===== config.mk =====
export PLATFORM = sky130hd
export DESIGN_NAME = pipe_hazard_ctrl
export DESIGN_NICKNAME = d
export VERILOG_FILES = /design/src/rtl/pipe_hazard_ctrl.sv
export SDC_FILE = /design/constraint.sdc
export NUM_CORES = 1
export LEC_CHECK = 0
export CORE_MARGIN = 1.5
export CORE_UTILIZATION = 38
export CTS_BUF_LIST = sky130_fd_sc_hd__clkbuf_4 sky130_fd_sc_hd__clkbuf_8 sky130_fd_sc_hd__clkbuf_16
export CTS_CLUSTER_SIZE = 10
export DETAILED_ROUTE_END_ITERATION = 16
export PLACE_DENSITY = 0.85
export SETUP_SLACK_MARGIN = 0.05
export SLEW_MARGIN = 10
export SYNTH_ARGS = -nofsm -noshare
export SYNTH_HDL_FRONTEND = slang
export SYNTH_SLANG_ARGS = --single-unit

===== constraint.sdc =====
create_clock -name clk -period 2.94 [get_ports clk]
set_input_delay 0.294 -clock clk [delete_from_list [all_inputs] [get_ports clk]]
set_output_delay 0.294 -clock clk [all_outputs]
set_load 0.02 [all_outputs]

===== src/rtl/pipe_hazard_ctrl.sv =====
// pipe_hazard_ctrl: stall/flush sequencer for the 5-stage MIPS pipeline.
// Detects load-use hazards, freezes the pipe while data memory is busy,
// applies branch flushes (deferring one that arrives during a freeze) and
// flags a sticky memory-wait timeout.
//
// Ports:
//   clk, rst                  clock, asynchronous active-high reset
//   id_rs, id_rt              source register fields of the ID instruction
//   id_uses_rs, id_uses_rt    ID instruction actually reads rs / rt
//   ex_ReadMem, ex_rt         EX instruction is a load, and its destination
//   branch_taken              one-cycle redirect pulse from the branch unit
//   mem_busy                  data memory not ready this cycle
//   pc_stall .. memwb_bubble  per-stage hold / clear controls (combinational)
//   timeout                   sticky memory-wait timeout (registered)
//   stall_cnt                 stall cycle count
//
// Build option: define PIPE_STALL_CNT_EN to implement the 32-bit stall_cnt
// counter; otherwise stall_cnt is tied to zero.
module pipe_hazard_ctrl #(
  parameter int unsigned MAX_WAIT = 255,
  parameter int unsigned WAIT_W   = 8
) (
  input  logic        clk,
  input  logic        rst,
  input  logic [4:0]  id_rs,
  input  logic [4:0]  id_rt,
  input  logic        id_uses_rs,
  input  logic        id_uses_rt,
  input  logic        ex_ReadMem,
  input  logic [4:0]  ex_rt,
  input  logic        branch_taken,
  input  logic        mem_busy,
  output logic        pc_stall,
  output logic        ifid_stall,
  output logic        ifid_flush,
  output logic        idex_stall,
  output logic        idex_flush,
  output logic        exmem_stall,
  output logic        memwb_bubble,
  output logic        timeout,
  output logic [31:0] stall_cnt
);

  typedef enum logic {RUN, MEM_WAIT} state_t;

  state_t              state;
  logic                pending_flush;
  logic [WAIT_W-1:0]   wait_cnt;
  logic                load_use;
  logic                eff_flush;
  logic                wait_at_max;

  // Load in EX feeding a register the ID instruction reads; r0 never hazards.
  assign load_use = ex_ReadMem && (ex_rt != 5'd0) &&
                    ((id_uses_rs && (id_rs == ex_rt)) ||
                     (id_uses_rt && (id_rt == ex_rt)));

  // A deferred flush can only exist while leaving a freeze.
  assign eff_flush   = branch_taken | (pending_flush && (state == MEM_WAIT));
  assign wait_at_max = (wait_cnt == WAIT_W'(MAX_WAIT));

  // Priority decode: memory freeze, then flush, then load-use bubble.
  always_comb begin
    pc_stall     = 1'b0;
    ifid_stall   = 1'b0;
    ifid_flush   = 1'b0;
    idex_stall   = 1'b0;
    idex_flush   = 1'b0;
    exmem_stall  = 1'b0;
    memwb_bubble = 1'b0;
    if (!rst) begin
      if (mem_busy) begin
        pc_stall     = 1'b1;
        ifid_stall   = 1'b1;
        idex_stall   = 1'b1;
        exmem_stall  = 1'b1;
        memwb_bubble = 1'b1;
      end else if (eff_flush) begin
        ifid_flush = 1'b1;
        idex_flush = 1'b1;
      end else if (load_use) begin
        pc_stall   = 1'b1;
        ifid_stall = 1'b1;
        idex_flush = 1'b1;
      end
    end
  end

  // Freeze state, deferred flush, wait counter and sticky timeout.
  always_ff @(posedge clk or posedge rst) begin
    if (rst) begin
      state         <= RUN;
      pending_flush <= 1'b0;
      wait_cnt      <= '0;
      timeout       <= 1'b0;
    end else if (mem_busy) begin
      state <= MEM_WAIT;
      if (branch_taken) pending_flush <= 1'b1;
      if (!wait_at_max) wait_cnt <= wait_cnt + WAIT_W'(1);
      if (wait_at_max)  timeout  <= 1'b1;
    end else begin
      state         <= RUN;
      pending_flush <= 1'b0;
      wait_cnt      <= '0;
    end
  end

`ifdef PIPE_STALL_CNT_EN
  // Counts every cycle the PC is held; wraps naturally at 32 bits.
  always_ff @(posedge clk or posedge rst) begin
    if (rst)           stall_cnt <= 32'h0;
    else if (pc_stall) stall_cnt <= stall_cnt + 32'd1;
  end
`else
  assign stall_cnt = 32'h0;
`endif

endmodule


# ---- Word level (Yosys, flattened, before mapping)
# Index checks and enable logic that the tools add are counted.
dict set report op_classes {
  addsub 1
  n_eq_ne 5
  muxes 16
  bitwise_logic 1
  n_reduce_logical 8
}
# cell count
set op_table {}
lappend op_table {{8-bit two-way mux} 2}
lappend op_table {{1-bit two-way mux} 14}
lappend op_table {{5-bit equality test} 2}
lappend op_table {{8-bit by 1-bit adder with 8-bit output (second input constant)} 1}
lappend op_table {{8-bit equality test (second input constant)} 1}
lappend op_table {{1-bit logical AND} 5}
lappend op_table {{5-bit nonzero test} 1}
lappend op_table {{2-bit != test (second input constant)} 2}
lappend op_table {{2-bit AND reduction} 1}
lappend op_table {{1-bit logical OR} 1}
lappend op_table {{1-bit bitwise OR} 1}
dict set report word_totals {
  regBits 11
  in_bits 22
  out_inout_bits 40
  elab_cells 35
}

# ---- Logic depth before layout (Yosys ltp)
# Gate-level depths: netlist of the first run.
dict set report logic_depth {
  ltp_word 8
  mapped_depth 5
  mapped_depth_nobuf 5
}

# ---- Least setup slack after synthesis of the first run
# Ideal clock, no wire load.
dict set report synth_timing {
  path_type {input to output}
  start {input port ex_rt[2]}
  end {output port pc_stall}
  arrival_ns 1.989
  t_required_ns 2.646
  slack_ns 0.657
  cell_stages 5
  path_buffers 1
  cell_sequence {xor2_1 nor4_2 a32oi_1 o41ai_1 buf_4}
}
dict set report synth_via {
  elab_chain_len 8
  word_cells_on_any_way 12
  classes_between {2 x eq/ne; 4 x mux; 6 x reduce/logical}
}
# element line_no
set synth_lines {}
lappend synth_lines {{start: declaration} 30} ;# input logic [4:0] ex_rt,
lappend synth_lines {{5-bit equality test, on equally long branches} {55, 56}}
lappend synth_lines {{1-bit logical AND, on equally long branches} {55, 56}}
lappend synth_lines {{1-bit logical OR} 55} ;# ((id_uses_rs && (id_rs == ex_rt)) ||
lappend synth_lines {{1-bit logical AND (*)} 54} ;# assign load_use = ex_ReadMem && (ex_rt != 5'd0) &&
lappend synth_lines {{1-bit two-way mux (*) (4 in a row)} --}
lappend synth_lines {{end: declaration} 33} ;# output logic pc_stall,
# Mark *: on every way between the ends. The rest lies on a longest branch, timed or not.

# ---- Worst setup path after layout of the first run
dict set report layout_timing {
  start {input port ex_rt[0]}
  end {output port idex_flush}
}
dict set report layout_via {
  elab_chain_len 8
  word_cells_on_any_way 12
  classes_between {2 x eq/ne; 4 x mux; 6 x reduce/logical}
}
# element line_no
set layout_lines {}
lappend layout_lines {{5-bit equality test, on equally long branches} {55, 56}}
lappend layout_lines {{1-bit logical AND, on equally long branches} {55, 56}}
lappend layout_lines {{1-bit logical OR} 55}
lappend layout_lines {{1-bit logical AND (*)} 54}
lappend layout_lines {{1-bit two-way mux (*)} 81} ;# end else if (load_use) begin
lappend layout_lines {{1-bit two-way mux (*)} 78} ;# end else if (eff_flush) begin
lappend layout_lines {{1-bit two-way mux (*)} 72} ;# if (mem_busy) begin
lappend layout_lines {{1-bit two-way mux (*)} 71} ;# if (!rst) begin
lappend layout_lines {{end: declaration} 37} ;# output logic idex_flush,
# Marked as above.

==> results by group, run 1 <==
Timing
  • Crit path time final: 2.69 ns
  • Worst Skew: between 0.003 and 0.004 ns
  • F_max: 372 MHz
  • Crit share post-route: between 90% and 100%
  • Final setup fails: 0
  • RSZ-0062 raised after global routing: no
  • Final count of pins violating max slew: 0
  • Final Hold Fails: 0
  • Final hold slack: about 0.39 ns
  • Setup TNS: 0 ns

Status
  • Status: finished clean

Power and ir drop
  • Power Total: between 300 and 400 uW
  • Peak VDD IR: roughly 370 uV
  • Net Sw Frac: a little under a third
  • Leakage power: between 0.0005 and 0.0006 uW
  • Clk network pwr share: 28.7%
  • Comb pwr share: 30.3%
  • Internal: ~260 uW
  • Power per cell area: 339 nW/um^2
  • Sw Pwr: approximately 120 uW
  • Flop pwr share: approximately 40%

Placed design
  • Placer Congestion: ~0.82
  • Port Buf Inserts: 29
  • HPWL after detailed placement: 1480 um
  • Dpl cell area: 1110 um^2

Routing
  • Per-cell routed wire length: 10.6 um
  • WL final: 1750 um
  • Antenna-violating nets left: 0
  • DRC Markers: 0
  • Vias per inst: between 4 and 5
  • 1st-pass router iterations: 4
  • DR iter-0 viols: 14
  • Vias post-DR: 713

Yosys
  • Post-Syn Area: 932 um^2
  • Multiplexer share of the synthesized area: 0%
  • Post-synthesis sequential area ratio: a little under 30%
  • Cell accounting for the most synthesized area: dfrtp_1
  • Cell variety after synth: 28
  • Dominant cells by area after synthesis: dfrtp_1 30%, buf_4 28%, xor2_1 10%
  • Largest family of logic cells by synthesized area: buffers and inverters
  • Synth Area in Compound Gates: between 10 and 15%
  • Simple-gate area share of the yosys netlist: between 10% and 20%
  • FF+latch count, synth: 11
  • Post-synth top area share: between 20% and 30%
  • Xor/xnor cell area share of the yosys netlist: between 10% and 20%
  • Ys Warns: 0
  • Cell count after synthesis: around 110
  • Post-Syn Area per Cell: 8.63 um^2
  • Synth Area in Adders: under 10%

Clock network
  • Bufs on Longest Clock Path: 2
  • CTS buffer count: 3
  • Htree depth: 1
  • Clk slew on worst S/H paths: approximately 0.07 ns
  • Clock latency on the worst-skew pair: roughly 0.27 ns
  • # clock sinks: 11
  • Root buffer cell: clkbuf_4
  • CTS tree: yes

Die
  • # rows: 17
  • Initial Utilization: 41.3%
  • Die Width: between 50 and 60 um
  • Die area: roughly 2800 um^2
  • Core ar.: approximately 2300 um^2
  • Die H: about 53 um
  • I/O pins: between 60 and 70

Cells and area
  • Layout Area Growth over Synthesis: 23.2%
  • FF+latch area: ~280 um^2
  • Multi-input logic area: slightly below 500 um^2
  • Layout net count: around 160
  • Design area: 1150 um^2
  • Fill count: between 200 and 250
  • Layout cell share with drive strength beyond 1: just over 5%
  • Diodes inserted: 0

Setup path
  • Critical path cell sequence: clkdlybuf4s50_1 > xor2_1 > nor4_1 > a32oi_1 > o41ai_1 > clkdlybuf4s50_1
  • Critical Path RT: around 2.7 ns
  • Critical path class: input port to output port
  • Crit end category: output port
  • Startpoint Class: input port
  • Slowest CP cell: clkdlybuf4s50_1
  • Critical Path AT: about 2.4 ns
  • Family with the most delay on the worst path: buffers and inverters
  • Worst-path fanout max: 3
  • Worst reg2reg setup slack: between 1.5 and 2 ns
  • CP dominant cell by count: clkdlybuf4s50_1
  • Crit path largest cell delay: 0.67 ns
  • WP buf/inv: 2

Global routing
  • First-pass GRT wire length: about 2800 um
  • Largest net degree at the start of global routing: 13
  • Initial antenna violation count: 0
  • Global route overflow: 0
  • Total track usage: between 10% and 20%
  • Vias in the first global route: ~640

Worst hold path
  • Min-Delay Path Class: input port to async pin

Flow run
  • Number of max-cap violations: 0
## timing repair
action / CTS / global route
endpoints found under the setup margin: 0 / 2
buffers inserted: 0 / 0
hold buffers: 0 / 0
gates resized for setup: 0 / 2
## worst register-to-register path, delay by kind of cell (launching register included)
kind | cells | cell delay (ns)
compound gates | 1 | 0.15
simple gates | 2 | 0.51
fa+ha+maj | 1 | 0.22
flops | 1 | 0.37
## routing by layer
layer	routed length, um	track usage, %	vias to the layer above
li1	-	-	351
met1	651	16.6	317
met2	932	21.5	39
met4	46	11.5	0
met3	124	5.71	6
met5	0	0	-
## synthesized netlist by cell type, drive strengths merged
library cell / count
buf: 36
nand3b: 1
conb: 1
a32oi: 1
nand4: 2
nand2b: 1
nand3: 2
and3: 1
a21o: 1
o41ai: 2
inv: 4
o21ai: 4
nor2b: 1
nor4: 2
or2: 1
xnor2: 2
and2: 1
o2111ai: 2
ha: 1
o211a: 2
nor2: 10
xor2: 11
a21oi: 1
nand2: 6
or4: 1
dfrtp: 11
## through the flow
step,setup slack (ns),instances,utilization (%)
floorplan,0.657,139,-
global placement,0.198,161,49.4
detailed placement,0.160,161,49.4
CTS,0.160,165,50.7
global route,0.0995,165,50.9
finish,0.250,165,50.9
## path summary, 6_finish.rpt
check	from	endpoint	depth (start not counted)
max	ex_rt[0]	idex_flush	6
min	rst	pending_flush$_DFFE_PP0P_	3
max reg2reg	wait_cnt[0]$_DFFE_PP0N_	wait_cnt[1]$_DFFE_PP0N_	4
min reg2reg	timeout$_DFFE_PP0P_	timeout$_DFFE_PP0P_	1
max in group asynchronous	rst	wait_cnt[0]$_DFFE_PP0N_	3
min in group clk	timeout$_DFFE_PP0P_	timeout$_DFFE_PP0P_	1
## sequential cells by signal, summed over array words and instances, names as in the netlist
register and cells:
pending_flush 1, state 1, timeout 1, wait_cnt 8
## cell usage in the layout (no fill, tap or decap)
cell type,n
buf_4,1
or2_2,1
and3_1,1
ha_1,1
nor2b_1,1
dfrtp_1,11
nor2_1,10
xor2_1,11
inv_1,4
nor4_1,1
conb_1,32
a32oi_1,1
o21ai_0,4
o211a_1,2
xnor2_1,2
clkbuf_4,4
nand2_1,6
a21o_1,1
nand3b_1,1
nand2b_1,1
dlymetal6s2s_1,2
o2111ai_1,2
and2_0,1
nand4_1,2
o41ai_1,2
nand3_1,2
nor4_2,1
a21oi_1,1
clkdlybuf4s50_1,27
or4_1,1
## logic make-up after synthesis
group | Yosys count
other cells | 1
xor+xnor | 13
flops | 11
buf+inv | 40
compound gates | 13
fa+ha+maj | 1
simple gates | 29
## power groups by stage
stage,Sequential (uW),Clock [uW],Combinational [uW]
after global routing,160,125,130
after floorplan,162,0,106
after CTS,160,115,118
after detailed placement,163,0,118
final,160,111,118
after global placement,162,0,116
## area by class of cell
cell class | count | area share, %
Clock buffer | 4 | 2.61
Inverter | 4 | 1.31
Multi-Input combinational cell | 88 | 42.7
Sequential cell | 11 | 24.0
Tap cell | 28 | 3.05
Timing Repair Buffer | 30 | 26.4
No activity file was read; power rests on OpenSTA's default activity.
==> run 2, diff against run 1 <==
==> constraint.sdc (replaced) <==
create_clock -name clk -period 3.2 [get_ports clk]
set_input_delay 0.32 -clock clk [delete_from_list [all_inputs] [get_ports clk]]
set_output_delay 0.32 -clock clk [all_outputs]
set_load 0.02 [all_outputs]
==> run 2 against run 1 <==
  * Clock power shrank 9.9%
  * Routed wire length shrank 0.57%
  * Register-to-register slack better by 0.25 ns
  * Utilization down 0.22 points
  * Clock-buffer cell count unchanged
  * Sequential share of layout area grew 0.10 points
  * Cell count stayed put
  * Total power fell by 8.6%
  * Setup slack better by 0.083 ns
  * Sequential cell count did not move
  * Die area unchanged
  * Critical path type unchanged
  * Highest routed layer unchanged
==> results by group, run 2 (synthesis results as in run 1) <==
Status
  • Status: finished clean

Timing
  • F_max: roughly 350 MHz
  • Final Hold Fails: 0
  • Final count of pins violating max slew: 0
  • Worst Skew: between 0.002 and 0.003 ns
  • Setup TNS: 0 ns
  • Final hold slack: about 0.44 ns
  • Crit share post-route: ~90%
  • RSZ-0062 raised after global routing: no
  • Final setup fails: 0
  • Crit path time final: approximately 2.9 ns

Setup path
  • RR Startpoint: wait_cnt[0]$_DFFE_PP0N_
  • Worst-path fanout max: 3
  • Critical Path AT: about 2.6 ns
  • Critical path class: input port to output port
  • Startpoint Class: input port
  • FF-to-FF End: wait_cnt[1]$_DFFE_PP0N_
  • Worst reg2reg setup slack: between 1.5 and 2 ns
  • Critical Path RT: approximately 2.9 ns
  • Cells on worst reg2reg path: 4
  • Crit end category: output port

Clock network
  • Hold buffer count at cts: 0
  • Clk slew on worst S/H paths: about 0.070 ns
  • Setup repair bufs after CTS: 0
  • Clock latency on the worst-skew pair: approximately 0.27 ns
  • Post-CTS Resized: 0
  • Bufs on Longest Clock Path: 2
  • Htree depth: 1
  • Root buffer cell: clkbuf_4
  • CTS tree: yes
  • CTS buffer count: 3
  • # clock sinks: 11

Routing
  • Antenna-violating nets left: 0
  • Per-cell routed wire length: ~11 um
  • Vias post-DR: 718
  • Vias per inst: 4.35
  • WL final: approximately 1700 um
  • 1st-pass router iterations: 4
  • DRC Markers: 0
  • DR iter-0 viols: 9

Power and ir drop
  • Leakage power: between 0.0005 and 0.0006 uW
  • Power per cell area: between 300 and 400 nW/um^2
  • Peak VDD IR: about 230 uV
  • Power Total: approximately 360 uW

Cells and area
  • Largest Register: wait_cnt
  • Fill count: ~210
  • Most frequent cells in the layout: 32 x conb_1, 29 x clkdlybuf4s50_1, 11 x xor2_1, 11 x dfrtp_1, 10 x nor2_1
  • Layout Area Growth over Synthesis: 22.7%
  • Commonest non-fill, non-tap cell in the layout: conb_1
  • Layout net count: 161
  • Diodes inserted: 0
  • Largest register FFs: 8
  • Post-layout util: 50.7%
  • Layout cell share with drive strength beyond 1: 5.11%

Global routing
  • Largest net degree at the start of global routing: 12
  • First-pass GRT wire length: roughly 2700 um
  • Initial antenna violation count: 0
  • Vias in the first global route: roughly 630
  • Global route overflow: 0
  • Total track usage: 13.2%

Die
  • Core ar.: roughly 2300 um^2
  • I/O pins: 62
  • Die area: between 2000 and 3000 um^2
  • Die Width: between 50 and 60 um
  • Die H: ~53 um
  • # rows: 17
  • Initial Utilization: about two fifths

Placed design
  • HPWL after detailed placement: between 1000 and 1500 um
  • Placer Congestion: between 0.8 and 0.9
  • Port Buf Inserts: 29

Flow run
  • Number of max-cap violations: 0

Worst hold path
  • Min-Delay Path Class: input port to async pin
run 2: cell types whose count changed in the layout (fill, tap and decap cells not counted), sizes merged:
cell and delta:
dlymetal6s2s -2, clkdlybuf4s50 +2
run 2: worst max path at each step:
stage                        start         end  slack, ns  cells after the start
after floorplan           ex_rt[2]    pc_stall       0.87                      5
after global placement    ex_rt[4]  ifid_stall       0.41                      6
after detailed placement  ex_rt[2]    pc_stall       0.33                      6
after CTS                 ex_rt[2]    pc_stall       0.33                      6
after global routing      ex_rt[0]    pc_stall       0.27                      6
final                     ex_rt[2]  ifid_stall       0.33                      6
run 2: per-stage QoR:
| step | instance area [um^2] | cells | worst slack, ns |
|---|---|---|---|
| after floorplan | 1050 | 139 | 0.865 |
| final | 1140 | 165 | 0.333 |
| after global placement | 1110 | 161 | 0.407 |
| after global routing | 1140 | 165 | 0.273 |
| after CTS | 1140 | 165 | 0.331 |
| after detailed placement | 1110 | 161 | 0.331 |
run 2: report_power, final:
part           switching (uW)  total (uW)  internal, uW
clock                    43.4         100          56.7
combinational            65.4         109          43.1
sequential               3.27         147           144
total                     112         355           243
run 2: cell type report:
| type | instances | area [um^2] | area share (%) |
|---|---|---|---|
| Multi-Input combinational cell | 88 | 490 | 42.9 |
| Timing Repair Buffer | 30 | 298 | 26.0 |
| Sequential cell | 11 | 275 | 24.1 |
| Tap cell | 28 | 35.0 | 3.06 |
| Clock buffer | 4 | 30.0 | 2.63 |
| Inverter | 4 | 15.0 | 1.31 |
run 2: metal layers:
layer	track usage, %	up-vias	share of wire [%]
met1	14.8	335	38
met3	6.00	2	7.7
met2	22.5	31	54
met4	3.42	0	0.40
met5	0	-	0
li1	-	350	-
run 2: worst max-delay path, cell delays in order:
cell             delay [ns]
clkdlybuf4s50_1        0.47
xor2_1                 0.20
nor4_2                 0.26
a32oi_1                0.16
o41ai_1                0.44
clkdlybuf4s50_1        0.69
